`src/rtl/bin2bcd_feeder.sv`:
```
// Sequential double-dabble binary-to-BCD converter feeding the 4-digit display.
// Optional fixed decimal point enabled by defining BCD_DOT_EN (position DP_POS).
module bin2bcd_feeder #(
  parameter int unsigned IN_WIDTH = 14,
  parameter int unsigned DP_POS   = 0
) (
  input  logic                clock,
  input  logic                reset_n,
  input  logic                start,
  input  logic [IN_WIDTH-1:0] bin,
  output logic                busy,
  output logic                done,
  output logic                overflow,
  output logic [15:0]         value,
  output logic [3:0]          dots
);

  localparam int unsigned CNT_W = $clog2(IN_WIDTH + 1);
  localparam logic [CNT_W-1:0] LAST_SHIFT = CNT_W'(IN_WIDTH - 1);

  // An out-of-range decimal-point index is a build error rather than a silent blank.
  if (DP_POS > 3) begin : g_bad_dp_pos
    $error("DP_POS must be in 0..3");
  end

  typedef enum logic [1:0] {
    S_IDLE   = 2'd0,
    S_SHIFT  = 2'd1,
    S_UPDATE = 2'd2
  } state_t;

  state_t                 r_state;
  state_t                 w_state_nxt;
  logic                   w_accept;
  logic                   w_shift;
  logic                   w_update;
  logic                   w_busy_nxt;
  logic                   w_bin_ovf;
  logic [15:0]            w_adj;
  logic [IN_WIDTH+15:0]   w_cat;

  logic                   r_busy;
  logic                   r_done;
  logic                   r_ovf;
  logic [15:0]            r_value;
  logic [15:0]            r_bcd;
  logic [IN_WIDTH-1:0]    r_bin;
  logic [CNT_W-1:0]       r_cnt;
  logic                   r_ovf_pend;

  // State register
  always_ff @(posedge clock) begin
    if (!reset_n) r_state <= S_IDLE;
    else          r_state <= w_state_nxt;
  end

  // Next-state logic
  always_comb begin
    w_state_nxt = r_state;
    case (r_state)
      S_IDLE:   if (start) w_state_nxt = S_SHIFT;
      S_SHIFT:  if (r_cnt == LAST_SHIFT) w_state_nxt = S_UPDATE;
      S_UPDATE: w_state_nxt = S_IDLE;
      default:  w_state_nxt = S_IDLE;
    endcase
  end

  // Per-state datapath controls and next value of the registered flags
  always_comb begin
    w_accept = 1'b0;
    w_shift  = 1'b0;
    w_update = 1'b0;
    case (r_state)
      S_IDLE:   w_accept = start;
      S_SHIFT:  w_shift  = 1'b1;
      S_UPDATE: w_update = 1'b1;
      default:  ;
    endcase
    w_busy_nxt = (w_state_nxt != S_IDLE);
  end

  assign w_bin_ovf = (32'(bin) > 32'd9999);

  // Add-3 correction on every nibble >= 5, then shift {bcd, bin} left by one
  always_comb begin
    w_adj = r_bcd;
    for (int i = 0; i < 4; i++) begin
      if (r_bcd[4*i +: 4] >= 4'd5) w_adj[4*i +: 4] = r_bcd[4*i +: 4] + 4'd3;
    end
    w_cat = {w_adj, r_bin} << 1;
  end

  always_ff @(posedge clock) begin
    if (!reset_n) begin
      r_busy     <= 1'b0;
      r_done     <= 1'b0;
      r_ovf      <= 1'b0;
      r_value    <= 16'h0000;
      r_bcd      <= 16'h0000;
      r_bin      <= '0;
      r_cnt      <= '0;
      r_ovf_pend <= 1'b0;
    end else begin
      r_busy <= w_busy_nxt;
      r_done <= w_update;
      if (w_accept) begin
        r_bin      <= bin;
        r_bcd      <= 16'h0000;
        r_cnt      <= '0;
        r_ovf_pend <= w_bin_ovf;
      end
      if (w_shift) begin
        r_bcd <= w_cat[IN_WIDTH+15:IN_WIDTH];
        r_bin <= w_cat[IN_WIDTH-1:0];
        r_cnt <= r_cnt + CNT_W'(1);
      end
      if (w_update) begin
        r_value <= r_ovf_pend ? 16'hFFFF : r_bcd;
        r_ovf   <= r_ovf_pend;
      end
    end
  end

`ifdef BCD_DOT_EN
  localparam logic [3:0] DOT_MASK = 4'b0001 << DP_POS;
  logic [3:0] r_dots;

  // Fixed decimal point, blanked when the display shows the overflow pattern
  always_ff @(posedge clock) begin
    if (!reset_n)      r_dots <= 4'b0000;
    else if (w_update) r_dots <= r_ovf_pend ? 4'b0000 : DOT_MASK;
  end

  assign dots = r_dots;
`else
  assign dots = 4'b0000;
`endif

  assign busy     = r_busy;
  assign done     = r_done;
  assign overflow = r_ovf;
  assign value    = r_value;

endmodule

```
`config.mk`:
```
export PLATFORM = sky130hd
export DESIGN_NAME = bin2bcd_feeder
export DESIGN_NICKNAME = d
export VERILOG_FILES = /design/src/rtl/bin2bcd_feeder.sv
export SDC_FILE = /design/constraint.sdc
export NUM_CORES = 1
export LEC_CHECK = 0
export BUFFER_PORTS_ARGS = -buffer_cell sky130_fd_sc_hd__buf_4
export CORE_UTILIZATION = 50
export DETAILED_ROUTE_END_ITERATION = 6
export PLACE_DENSITY = 0.75
export SLEW_MARGIN = 20
export SYNTH_ARGS = -nofsm -noshare
export SYNTH_HDL_FRONTEND = slang
export SYNTH_SLANG_ARGS = --single-unit
```
`constraint.sdc`:
```
create_clock -name clock -period 1.39 [get_ports clock]
set_clock_uncertainty 0.15 [all_clocks]
set_input_delay 0.2085 -clock clock [delete_from_list [all_inputs] [get_ports clock]]
set_output_delay 0.2085 -clock clock [all_outputs]
set_load 0.05 [all_outputs]
```
==> results of run 1 <==
==> logic make-up (layout without fill, tap and decap cells) <==
kind of cell    after synthesis  in the layout  share of synthesized area
fa+ha+maj                    10             10                     0.0499
flops                        56             56                      0.447
compound gates               76             76                      0.240
buf+inv                      30            106                     0.0669
simple gates                 79             80                      0.142
other cells                   1              4                    0.00150
xor+xnor                      7              7                     0.0245
mux                           7              7                     0.0284
==> state kept, by name, summed over array words and instances, names as in the netlist <==
register and cells:
r_state 2, done 1, busy 1, r_ovf_pend 1, r_bcd 16, r_bin 14
overflow 1, value 16, r_cnt 4
==> critical path, delay by kind of cell (launching register included) <==
family                   cells  cell delay, ns
flip-flops                   1            0.40
AO/OA/AOI/OAI                2            0.49
buffers and inverters        2            0.22
adder cells (fa/ha/maj)      1            0.18
==> layer usage <==
metal	wire, um	vias to the layer above	GRT usage
li1	-	1095	-
met3	362	16	0.0552
met2	3650	77	0.445
met1	2870	1078	0.313
met5	0	-	0
met4	194	0	0.0980
==> cells in the mapped netlist <==
master	instances
sky130_fd_sc_hd__nor2_2	2
sky130_fd_sc_hd__o32ai_1	3
sky130_fd_sc_hd__a22o_1	8
sky130_fd_sc_hd__nor3b_2	1
sky130_fd_sc_hd__a21o_1	1
sky130_fd_sc_hd__nor4_1	1
sky130_fd_sc_hd__xnor2_1	4
sky130_fd_sc_hd__dfxtp_1	56
sky130_fd_sc_hd__nand3_1	2
sky130_fd_sc_hd__conb_1	1
sky130_fd_sc_hd__clkbuf_1	3
sky130_fd_sc_hd__ha_1	10
sky130_fd_sc_hd__a22oi_1	10
sky130_fd_sc_hd__nor2b_1	5
sky130_fd_sc_hd__nand2_1	36
sky130_fd_sc_hd__mux2_2	1
sky130_fd_sc_hd__a32o_1	4
sky130_fd_sc_hd__o21bai_4	1
sky130_fd_sc_hd__and2b_2	1
sky130_fd_sc_hd__buf_4	7
sky130_fd_sc_hd__buf_2	5
sky130_fd_sc_hd__xor2_1	3
sky130_fd_sc_hd__o22ai_1	8
sky130_fd_sc_hd__nand2_2	1
sky130_fd_sc_hd__nand4_1	1
sky130_fd_sc_hd__a31oi_1	1
sky130_fd_sc_hd__buf_6	3
sky130_fd_sc_hd__o21ai_0	12
sky130_fd_sc_hd__nand2b_1	4
sky130_fd_sc_hd__and3_1	1
sky130_fd_sc_hd__buf_1	1
sky130_fd_sc_hd__o211a_1	16
sky130_fd_sc_hd__o31ai_1	3
sky130_fd_sc_hd__and2_1	2
sky130_fd_sc_hd__nor2_1	22
sky130_fd_sc_hd__a21oi_1	7
sky130_fd_sc_hd__o31ai_4	1
sky130_fd_sc_hd__mux2i_1	6
sky130_fd_sc_hd__o311ai_0	1
sky130_fd_sc_hd__inv_1	11
==> power by group <==
group          switching [uW]  internal (uW)
clock                     526            536
sequential               39.6           1650
combinational             243            194
total                     809           2380
==> layout make-up <==
type / count / area (um2) / area share
well taps: 67 / 83.8 / 0.0230
clock buffers: 6 / 72.6 / 0.0199
repair buffers: 87 / 707 / 0.194
inverters: 11 / 53.8 / 0.0148
flip-flops and latches: 56 / 1140 / 0.314
multi-input cells: 184 / 1550 / 0.425
clock inverters: 2 / 35.0 / 0.00961
==> through the flow <==
step	power, uW	utilization	setup TNS [ns]
after detailed placement	2070	0.648	-1.12
after CTS	3140	0.719	-0.145
after global routing	3300	0.762	-1.36
after floorplan	1950	-	-0.0248
final	3190	0.762	-0.528
after global placement	2070	0.648	-0.322
==> how the worst min path moves through the flow <==
stage / to / depth (start not counted) / start / slack (ns)
after floorplan: r_bin[11] / 2 / bin[11] / 0.19
after global placement: r_bin[12] / 2 / r_bin[11] / 0.27
after detailed placement: r_bin[9] / 2 / r_bin[8] / 0.28
after CTS: r_bin[0] / 3 / bin[0] / 0.002
after global routing: r_bin[0] / 3 / bin[0] / 0.06
final: r_bin[2] / 3 / bin[2] / 0.03
==> timing repair <==
action                                  4_1_cts  5_1_grt
hold buffers                                  7        0
pin swaps                                    11       14
endpoints found under the setup margin       19       26
resized for setup                            37       38
setup buffers                                 0        3
cloned                                        0        1
endpoints found under the hold margin         7        0
==> metrics.txt, run 1 <==
# TYPE chip_impl_metric gauge
chip_impl_metric{name="synth-warning-count",unit=""} 0
chip_impl_metric{name="dpl.cell_count",unit=""} 394
chip_impl_info{name="worst_setup_path_start_kind",value="flip-flop"} 1
chip_impl_info{name="startpoint",value="r_bcd[0]"} 1
chip_impl_metric{name="period_share",unit=""} 1.07
chip_impl_metric{name="synthToLayoutAreaGrowth",unit="%"} 45.4
chip_impl_metric{name="cts.sink_count",unit=""} 56
chip_impl_metric{name="drt.antenna.violating_nets",unit=""} 0
chip_impl_metric{name="grt_util_all_layers",unit=""} 0.258
chip_impl_info{name="result_of_the_run",value="finished with violations"} 1
chip_impl_metric{name="drv.max_cap_violation_count",unit=""} 0
chip_impl_metric{name="fill_cells",unit=""} 318
chip_impl_metric{name="max-vdd-ir-drop",unit="mV"} 0.796
chip_impl_metric{name="fp-row-count",unit=""} 25
chip_impl_metric{name="placeableCoreArea",unit="um2"} 4790
chip_impl_metric{name="placedInstanceArea",unit="um2"} 3100
chip_impl_metric{name="die_x",unit="um"} 72.8
chip_impl_metric{name="insertedDiodeCount",unit=""} 0
chip_impl_metric{name="fp.dieArea",unit="um2"} 5300
chip_impl_info{name="reg2reg_from",value="r_bcd[0]"} 1
chip_impl_metric{name="post-place-ws",unit="ns"} -0.110
chip_impl_metric{name="worst-path-max-fanout",unit=""} 3
chip_impl_metric{name="timing.critical_path.required",unit="ns"} 1.50
chip_impl_metric{name="dp.final_hpwl",unit="um"} 4000
chip_impl_metric{name="grt_pass1_wl",unit="um"} 10300
chip_impl_metric{name="share_of_the_yosys_chip_area_belonging_to_registers",unit=""} 0.447
chip_impl_metric{name="port_buffers",unit=""} 35
chip_impl_metric{name="route.detailed.vias_per_inst",unit=""} 5.49
chip_impl_metric{name="grt_antenna_before_repair",unit=""} 0
chip_impl_metric{name="overflow",unit=""} 0
chip_impl_metric{name="synth_cell_type_count",unit=""} 40
chip_impl_metric{name="num-nets-final",unit=""} 372
chip_impl_metric{name="synth-seq-cells",unit=""} 56
chip_impl_metric{name="clock_insertion_delay_worst_skew",unit="ns"} 0.31
chip_impl_info{name="violations",value="setup timing"} 1
chip_impl_metric{name="vias",unit=""} 2266
chip_impl_info{name="yosysTopAreaCell",value="sky130_fd_sc_hd__dfxtp_1"} 1
chip_impl_info{name="ys_top_cells_by_area",value="sky130_fd_sc_hd__dfxtp_1 45%, sky130_fd_sc_hd__o211a_1 6.4%, sky130_fd_sc_hd__nand2_1 5.4%, sky130_fd_sc_hd__ha_1 5.0%, sky130_fd_sc_hd__nor2_1 3.3%"} 1
chip_impl_metric{name="cts_inserted_buffers",unit=""} 5
chip_impl_metric{name="finalMaxSlewViolations",unit=""} 0
chip_impl_metric{name="drt_iter0_drc",unit=""} 168
chip_impl_metric{name="drt_pre_antenna_iters",unit=""} 4
chip_impl_metric{name="report.final.hold_viol_count",unit=""} 0
chip_impl_info{name="setup_repair_after_global_routing_missed_its_margin",value="true"} 1
chip_impl_metric{name="h-tree-depth",unit=""} 2
chip_impl_metric{name="final_cell_count_no_fill",unit=""} 413
chip_impl_metric{name="totalWireLength",unit="um"} 7080
chip_impl_info{name="hp-class",value="input port to flip-flop"} 1
chip_impl_metric{name="die_height",unit="um"} 72.8
chip_impl_metric{name="final_period_minus_worst_setup_slack",unit="ns"} 1.49
chip_impl_info{name="mostFrequentLayoutCells",value="75 x sky130_fd_sc_hd__buf_4, 43 x sky130_fd_sc_hd__dfxtp_1, 35 x sky130_fd_sc_hd__nand2_1, 21 x sky130_fd_sc_hd__nor2_1, 16 x sky130_fd_sc_hd__o211a_1"} 1
chip_impl_metric{name="initial_core_util",unit=""} 0.524
chip_impl_metric{name="synth_largest_type_area_fraction",unit=""} 0.447
chip_impl_metric{name="first_global_vias",unit=""} 2218
chip_impl_info{name="r2r_end",value="r_bcd[3]"} 1
chip_impl_metric{name="synthesis.area_per_instance",unit="um2"} 9.43
chip_impl_metric{name="ioPinCount",unit=""} 40
chip_impl_info{name="timing.critical_path.cells",value="inv_2 -> ha_4 -> buf_4 -> o31ai_2 -> a32o_1"} 1
chip_impl_metric{name="largest_net_degree_at_the_start_of_global_routing",unit=""} 31
chip_impl_metric{name="timing.final.setup_violations",unit=""} 12
chip_impl_info{name="layout.cells.most_common",value="sky130_fd_sc_hd__buf_4"} 1
chip_impl_metric{name="pwr_density_cell",unit="nW/um2"} 874
chip_impl_metric{name="worstRegToRegCells",unit=""} 5
chip_impl_metric{name="leakagePower",unit="uW"} 0.00167
chip_impl_info{name="clock_tree_from_tritoncts",value="done"} 1
chip_impl_metric{name="crit_arrival",unit="ns"} 1.60
chip_impl_info{name="cts.root.buffer_cell",value="sky130_fd_sc_hd__clkbuf_8"} 1
chip_impl_metric{name="place_congestion",unit=""} 0.847
chip_impl_metric{name="synthesis.area",unit="um2"} 2510
chip_impl_metric{name="clk_pin_slew",unit="ns"} 0.10
chip_impl_metric{name="post-route-worst-setup-slack",unit="ns"} -0.101
chip_impl_metric{name="critical-path-max-stage-delay",unit="ns"} 0.40
chip_impl_metric{name="drcViolationCount",unit=""} 0
chip_impl_metric{name="timing.reg2reg.setup_slack",unit="ns"} -0.10
chip_impl_metric{name="fin_worst_hold_slack",unit="ns"} 0.0296
chip_impl_metric{name="post_synth_inst_count",unit=""} 266
chip_impl_metric{name="route.detailed.wl_per_inst",unit="um"} 17.1
chip_impl_info{name="timing.critical_path.to_type",value="flip-flop"} 1
chip_impl_info{name="crit_path_end",value="r_bcd[3]"} 1
chip_impl_info{name="worst-setup-path-type",value="flip-flop to flip-flop"} 1
chip_impl_metric{name="worst_case_clock_buffer_depth",unit=""} 2
chip_impl_metric{name="finalInstanceArea",unit="um2"} 3650
chip_impl_info{name="cpMaxStageDelayCell",value="sky130_fd_sc_hd__dfxtp_2"} 1
chip_impl_metric{name="ratio_of_cells_with_drive_above_1_in_the_final_layout",unit=""} 0.431
chip_impl_metric{name="max_clock_freq",unit="GHz"} 0.671
Power figures use the tool's default switching activity.
==> run 2: changes to the inputs <==
--- a/config.mk
+++ b/config.mk
@@ -6,9 +6,10 @@
 export NUM_CORES = 1
 export LEC_CHECK = 0
 export BUFFER_PORTS_ARGS = -buffer_cell sky130_fd_sc_hd__buf_4
-export CORE_UTILIZATION = 50
+export CORE_MARGIN = 2
+export CORE_UTILIZATION = 55
 export DETAILED_ROUTE_END_ITERATION = 6
-export PLACE_DENSITY = 0.75
+export PLACE_DENSITY = 0.78
 export SLEW_MARGIN = 20
 export SYNTH_ARGS = -nofsm -noshare
 export SYNTH_HDL_FRONTEND = slang
==> constraint.sdc (replaced) <==
create_clock -name clock -period 1.49 [get_ports clock]
set_clock_uncertainty 0.15 [all_clocks]
set_input_delay 0.2235 -clock clock [delete_from_list [all_inputs] [get_ports clock]]
set_output_delay 0.2235 -clock clock [all_outputs]
set_load 0.05 [all_outputs]
==> run 2 against run 1 <==
Against the previous run:
- the flow still finishes with violations (setup timing)
- utilization is 2.1 points higher
- sequential power decreased by 7%
- final cell count shrank 3.9%
- setup slack better by 0.094 ns
- clock power decreased by 20%
- via count is 1.4% lower
- combinational power down 15%
- critical path type unchanged
- highest routed layer unchanged
==> metrics.txt, run 2 (synthesis results as in run 1) <==
# TYPE chip_impl_metric gauge
chip_impl_metric{name="placedInstanceArea",unit="um2"} 3060
chip_impl_metric{name="grt_antenna_before_repair",unit=""} 0
chip_impl_info{name="layout.cells.most_common",value="sky130_fd_sc_hd__buf_4"} 1
chip_impl_metric{name="cts.sink_count",unit=""} 56
chip_impl_metric{name="fin_worst_hold_slack",unit="ns"} 0.0126
chip_impl_metric{name="critical-path-max-stage-delay",unit="ns"} 0.37
chip_impl_metric{name="dp.final_hpwl",unit="um"} 4050
chip_impl_metric{name="finalInstanceArea",unit="um2"} 3430
chip_impl_info{name="timing.critical_path.to_type",value="flip-flop"} 1
chip_impl_metric{name="max-vdd-ir-drop",unit="mV"} 0.615
chip_impl_metric{name="place_congestion",unit=""} 0.807
chip_impl_info{name="setup_repair_after_global_routing_missed_its_margin",value="true"} 1
chip_impl_metric{name="fill_cells",unit=""} 267
chip_impl_metric{name="overflow",unit=""} 0
chip_impl_metric{name="pwr_density_cell",unit="nW/um2"} 813
chip_impl_metric{name="timing.final.setup_violations",unit=""} 1
chip_impl_info{name="violations",value="setup timing"} 1
chip_impl_metric{name="vias",unit=""} 2235
chip_impl_info{name="worst-setup-path-type",value="flip-flop to flip-flop"} 1
chip_impl_metric{name="route.detailed.wl_per_inst",unit="um"} 15.5
chip_impl_metric{name="drt_iter0_drc",unit=""} 163
chip_impl_metric{name="period_share",unit=""} 1.00
chip_impl_metric{name="report.final.hold_viol_count",unit=""} 0
chip_impl_metric{name="drt_pre_antenna_iters",unit=""} 4
chip_impl_info{name="timing.critical_path.cells",value="inv_4 -> ha_4 -> nand2b_4 -> a21oi_4 -> mux2i_1 -> a22o_1"} 1
chip_impl_metric{name="initial_core_util",unit=""} 0.572
chip_impl_info{name="critical-path-top-delay-family",value="flip-flops"} 1
chip_impl_info{name="cpMaxStageDelayCell",value="sky130_fd_sc_hd__dfxtp_2"} 1
chip_impl_info{name="cts.root.buffer_cell",value="sky130_fd_sc_hd__clkbuf_8"} 1
chip_impl_metric{name="multi_input_comb_area",unit="um2"} 1400
chip_impl_metric{name="critical_path_buf_inv_count",unit=""} 1
chip_impl_metric{name="ratio_of_cells_with_drive_above_1_in_the_final_layout",unit=""} 0.377
chip_impl_info{name="result_of_the_run",value="finished with violations"} 1
chip_impl_metric{name="clock_insertion_delay_worst_skew",unit="ns"} 0.32
chip_impl_metric{name="synthToLayoutAreaGrowth",unit="%"} 36.8
chip_impl_metric{name="drt.antenna.violating_nets",unit=""} 0
chip_impl_metric{name="h-tree-depth",unit=""} 2
chip_impl_metric{name="final_core_utilization",unit=""} 0.783
chip_impl_metric{name="route.detailed.vias_per_inst",unit=""} 5.63
chip_impl_info{name="clock_tree_from_tritoncts",value="done"} 1
chip_impl_metric{name="num-nets-final",unit=""} 371
chip_impl_metric{name="die_x",unit="um"} 71.5
chip_impl_metric{name="grt_util_all_layers",unit=""} 0.248
chip_impl_metric{name="insertedDiodeCount",unit=""} 0
chip_impl_info{name="hp-class",value="input port to flip-flop"} 1
chip_impl_metric{name="fp-row-count",unit=""} 24
chip_impl_metric{name="finalMaxSlewViolations",unit=""} 0
chip_impl_metric{name="post-route-worst-setup-slack",unit="ns"} -0.00700
chip_impl_metric{name="fp.dieArea",unit="um2"} 5120
chip_impl_info{name="mostFrequentLayoutCells",value="78 x sky130_fd_sc_hd__buf_4, 46 x sky130_fd_sc_hd__dfxtp_1, 35 x sky130_fd_sc_hd__nand2_1, 22 x sky130_fd_sc_hd__nor2_1, 16 x sky130_fd_sc_hd__o211a_1"} 1
chip_impl_metric{name="ioPinCount",unit=""} 40
chip_impl_metric{name="final_period_minus_worst_setup_slack",unit="ns"} 1.50
chip_impl_metric{name="largest_net_degree_at_the_start_of_global_routing",unit=""} 34
chip_impl_metric{name="totalWireLength",unit="um"} 6150
chip_impl_metric{name="grt_pass1_wl",unit="um"} 9950
chip_impl_metric{name="die_height",unit="um"} 71.5
chip_impl_metric{name="clk_pin_slew",unit="ns"} 0.10
chip_impl_metric{name="drv.max_cap_violation_count",unit=""} 0
chip_impl_metric{name="leakagePower",unit="uW"} 0.00163
chip_impl_metric{name="timing.critical_path.required",unit="ns"} 1.61
chip_impl_metric{name="worst-path-max-fanout",unit=""} 4
chip_impl_metric{name="sequential_cell_area",unit="um2"} 1140
chip_impl_metric{name="max_clock_freq",unit="GHz"} 0.668
chip_impl_metric{name="first_global_vias",unit=""} 2105
chip_impl_metric{name="drcViolationCount",unit=""} 0
chip_impl_metric{name="worst_case_clock_buffer_depth",unit=""} 2
chip_impl_metric{name="placeableCoreArea",unit="um2"} 4380
chip_impl_metric{name="port_buffers",unit=""} 35
chip_impl_metric{name="cts_inserted_buffers",unit=""} 5
chip_impl_info{name="worst_setup_path_start_kind",value="flip-flop"} 1
chip_impl_metric{name="crit_arrival",unit="ns"} 1.61
==> run 2: cell count changes in the layout (fill, tap and decap cells not counted), moves of 3 or more <==
cell                      change
sky130_fd_sc_hd__buf_4        +3
sky130_fd_sc_hd__a22oi_2      -6
sky130_fd_sc_hd__inv_4        -3
sky130_fd_sc_hd__a22oi_1      +6
sky130_fd_sc_hd__o31ai_1      +3
sky130_fd_sc_hd__dfxtp_1      +3
sky130_fd_sc_hd__buf_6        -3
==> run 2: repair_timing <==
item | in CTS | in global routing
setup buffers | 0 | 3
endpoints found under the setup margin | 20 | 24
pin swaps | 4 | 10
endpoints found under the hold margin | 7 | 0
hold buffers | 7 | 0
resized for setup | 12 | 36
==> run 2: where the power goes <==
| group | internal, uW | switching, uW | total (uW) |
|---|---|---|---|
| logic | 174 | 197 | 371 |
| clock network | 334 | 511 | 845 |
| registers | 1540 | 31.9 | 1570 |
==> run 2: metrics by stage <==
step / power, uW / setup TNS [ns] / instances / setup slack (ns)
floorplan: 1810 / 0 / 269 / 0.00258
global placement: 1940 / -0.0161 / 379 / -0.0161
detailed placement: 1940 / -0.387 / 379 / -0.122
CTS: 2780 / 0 / 394 / 0.00353
global route: 2900 / -0.115 / 397 / -0.0640
finish: 2790 / -0.00700 / 397 / -0.00700
==> run 2: worst paths after layout <==
| path | startpoint | cells past startpoint | slack (ns) | endpoint |
|---|---|---|---|---|
| hold reg to reg | r_bin[5] | 2 | 0.29 | r_bin[6] |
| setup reg to reg | r_bcd[5] | 6 | -0.007 | r_bcd[6] |
| hold / removal | bin[0] | 3 | 0.01 | r_bin[0] |
| setup / recovery | r_bcd[5] | 6 | -0.007 | r_bcd[6] |
==> run 2: worst register-to-register path: stages, from the launching register on <==
cell and delay, ns:
sky130_fd_sc_hd__dfxtp_2 0.37, sky130_fd_sc_hd__inv_4 0.06, sky130_fd_sc_hd__ha_4 0.14, sky130_fd_sc_hd__nand2b_4 0.14, sky130_fd_sc_hd__a21oi_4 0.19, sky130_fd_sc_hd__mux2i_1 0.24
sky130_fd_sc_hd__a22o_1 0.16
==> run 2: cell type report <==
class	count	area share
Clock inverter	3	0.00693
Sequential cell	56	0.331
Tap cell	52	0.0190
Multi-Input combinational cell	183	0.407
Timing Repair Buffer	87	0.203
Inverter	11	0.0135
Clock buffer	5	0.0201
==> run 2: layer usage <==
layer  up-vias  GRT usage  share of wire
met5         -          0              0
met4         0     0.0860          0.017
met3         9     0.0534          0.050
met2        69      0.401           0.49
met1      1071      0.330           0.44
li1       1086          -              -
==> run 3: changes to the inputs <==
--- a/config.mk
+++ b/config.mk
@@ -6,7 +6,7 @@
 export NUM_CORES = 1
 export LEC_CHECK = 0
 export BUFFER_PORTS_ARGS = -buffer_cell sky130_fd_sc_hd__buf_4
-export CORE_MARGIN = 2
+export CORE_MARGIN = 5
 export CORE_UTILIZATION = 55
 export DETAILED_ROUTE_END_ITERATION = 6
 export PLACE_DENSITY = 0.78
==> run 3 against run 2 <==
Against the previous run:
- highest routed layer unchanged
- the flow now finishes without violations
- via count down 0.49%
- clock power grew 3.9%
- largest cell class unchanged
- critical path type unchanged
- critical path depth decreased by 1
==> metrics.txt, run 3 (synthesis results as in run 1) <==
# TYPE chip_impl_metric gauge
chip_impl_metric{name="timing.critical_path.required",unit="ns"} 1.54
chip_impl_metric{name="final_cell_count_no_fill",unit=""} 397
chip_impl_metric{name="clock_insertion_delay_worst_skew",unit="ns"} 0.32
chip_impl_info{name="setup_repair_after_global_routing_missed_its_margin",value="true"} 1
chip_impl_metric{name="largest_net_degree_at_the_start_of_global_routing",unit=""} 22
chip_impl_metric{name="dp.final_hpwl",unit="um"} 4260
chip_impl_metric{name="final_period_minus_worst_setup_slack",unit="ns"} 1.47
chip_impl_metric{name="finalMaxSlewViolations",unit=""} 0
chip_impl_info{name="hp-class",value="input port to flip-flop"} 1
chip_impl_info{name="cts.root.buffer_cell",value="sky130_fd_sc_hd__clkbuf_8"} 1
chip_impl_metric{name="pwr_density_cell",unit="nW/um2"} 824
chip_impl_metric{name="period_share",unit=""} 0.984
chip_impl_info{name="r2r_end",value="r_bcd[12]"} 1
chip_impl_metric{name="ratio_of_cells_with_drive_above_1_in_the_final_layout",unit=""} 0.371
chip_impl_metric{name="totalWireLength",unit="um"} 6320
chip_impl_metric{name="route.detailed.vias_per_inst",unit=""} 5.60
chip_impl_metric{name="initial_core_util",unit=""} 0.572
chip_impl_metric{name="fp.dieArea",unit="um2"} 6010
chip_impl_metric{name="timing.reg2reg.setup_slack",unit="ns"} 0.02
chip_impl_info{name="reg2reg_from",value="r_state[0]"} 1
chip_impl_metric{name="timing.final.setup_violations",unit=""} 0
chip_impl_info{name="timing.critical_path.to_type",value="flip-flop"} 1
chip_impl_metric{name="overflow",unit=""} 0
chip_impl_metric{name="synthToLayoutAreaGrowth",unit="%"} 36.6
chip_impl_metric{name="grt_util_all_layers",unit=""} 0.213
chip_impl_metric{name="max_clock_freq",unit="GHz"} 0.682
chip_impl_metric{name="worst_case_clock_buffer_depth",unit=""} 2
chip_impl_metric{name="die_height",unit="um"} 77.5
chip_impl_metric{name="leakagePower",unit="uW"} 0.00163
chip_impl_metric{name="max-vdd-ir-drop",unit="mV"} 0.628
chip_impl_info{name="worstHoldStart",value="bin[0]"} 1
chip_impl_metric{name="place_congestion",unit=""} 0.914
chip_impl_metric{name="worst-path-max-fanout",unit=""} 6
chip_impl_metric{name="post-place-ws",unit="ns"} -0.116
chip_impl_metric{name="post-route-worst-setup-slack",unit="ns"} 0.0244
chip_impl_metric{name="fin_worst_hold_slack",unit="ns"} 0.0165
chip_impl_metric{name="final_core_utilization",unit=""} 0.781
chip_impl_info{name="min_to",value="r_bin[0]"} 1
chip_impl_metric{name="cts.sink_count",unit=""} 56
chip_impl_info{name="worst-setup-path-type",value="flip-flop to flip-flop"} 1
chip_impl_metric{name="die_x",unit="um"} 77.5
chip_impl_metric{name="fp-row-count",unit=""} 24
chip_impl_metric{name="fill_cells",unit=""} 272
chip_impl_info{name="mostFrequentLayoutCells",value="78 x sky130_fd_sc_hd__buf_4, 47 x sky130_fd_sc_hd__dfxtp_1, 36 x sky130_fd_sc_hd__nand2_1, 22 x sky130_fd_sc_hd__nor2_1, 16 x sky130_fd_sc_hd__o211a_1"} 1
chip_impl_info{name="result_of_the_run",value="finished clean"} 1
chip_impl_metric{name="insertedDiodeCount",unit=""} 0
chip_impl_info{name="worst_setup_path_start_kind",value="flip-flop"} 1
chip_impl_metric{name="worstRegToRegCells",unit=""} 5
chip_impl_metric{name="fin_setup_tns",unit="ns"} 0
chip_impl_metric{name="ioPinCount",unit=""} 40
chip_impl_info{name="layout.cells.most_common",value="sky130_fd_sc_hd__buf_4"} 1
chip_impl_metric{name="first_global_vias",unit=""} 2256
chip_impl_metric{name="drv.max_cap_violation_count",unit=""} 0
chip_impl_metric{name="drt.antenna.violating_nets",unit=""} 0
chip_impl_metric{name="clk_pin_slew",unit="ns"} 0.11
chip_impl_metric{name="crit_arrival",unit="ns"} 1.52
chip_impl_info{name="startpoint",value="r_state[0]"} 1
chip_impl_metric{name="route.detailed.wl_per_inst",unit="um"} 15.9
chip_impl_metric{name="h-tree-depth",unit=""} 2
chip_impl_metric{name="grt_pass1_wl",unit="um"} 10600
chip_impl_metric{name="report.final.hold_viol_count",unit=""} 0
chip_impl_metric{name="placeableCoreArea",unit="um2"} 4380
chip_impl_metric{name="drt_iter0_drc",unit=""} 135
chip_impl_metric{name="cts_inserted_buffers",unit=""} 5
chip_impl_metric{name="port_buffers",unit=""} 35
chip_impl_metric{name="num-nets-final",unit=""} 371
chip_impl_metric{name="timing.hold.worst_path_depth",unit=""} 3
chip_impl_metric{name="grt_antenna_before_repair",unit=""} 0
chip_impl_metric{name="dpl.cell_count",unit=""} 379
chip_impl_info{name="clock_tree_from_tritoncts",value="done"} 1
chip_impl_metric{name="vias",unit=""} 2224
chip_impl_metric{name="drt_pre_antenna_iters",unit=""} 5
chip_impl_metric{name="drcViolationCount",unit=""} 0
[run 3: cell count changes in the layout (fill, tap and decap cells not counted), sizes merged]
cell	delta
inv	+1
clkinv	-1
[run 3: timing repair]
item,in CTS,in global routing
pin swaps,3,11
hold endpoints to repair,7,0
hold buffers,7,0
resized for setup,7,38
endpoints found under the setup margin,18,30
setup buffers,1,2
[run 3: worst max-delay path by stage]
stage	to	slack [ns]
after floorplan	r_bcd[2]	0.003
after global placement	r_bcd[12]	-0.01
after detailed placement	r_bcd[2]	-0.12
after CTS	r_bcd[2]	-0.02
after global routing	r_bin[9]	-0.01
final	r_bcd[12]	0.02
[run 3: area by class of cell]
cell class / instances / area [um2] / share of cell area
multi-input combinational: 183 / 1390 / 0.405
sequential: 56 / 1130 / 0.331
timing repair buffer: 87 / 696 / 0.203
clock buffer: 5 / 68.8 / 0.0201
tap: 52 / 65.1 / 0.0190
inverter: 11 / 46.3 / 0.0135
clock inverter: 3 / 26.3 / 0.00767
[run 3: stage by stage]
step                      power, uW  cell area, um2
after floorplan                1810            2520
after global placement         1940            3060
after detailed placement       1940            3060
after CTS                      2820            3250
after global routing           2950            3420
final                          2820            3420
[run 3: per-layer routing]
metal | global-route usage | vias up | wire, um
li1 | - | 1084 | -
met1 | 0.289 | 1090 | 2910
met2 | 0.338 | 43 | 3140
met3 | 0.0324 | 7 | 195
met4 | 0.0859 | 0 | 80
met5 | 0 | - | 0
[run 3: critical path: stages (launching register included)]
cell and delay (ns):
sky130_fd_sc_hd__dfxtp_4 0.39, sky130_fd_sc_hd__o21bai_4 0.20, sky130_fd_sc_hd__nand2_1 0.11, sky130_fd_sc_hd__buf_4 0.18
sky130_fd_sc_hd__buf_4 0.15, sky130_fd_sc_hd__o32ai_1 0.17
[run 3: power breakdown]
part	total, uW	leakage (uW)	switching, uW	internal (uW)
logic	372	0.00113	199	173
registers	1570	0.000459	30.5	1540
clock network	878	0.0000423	535	343
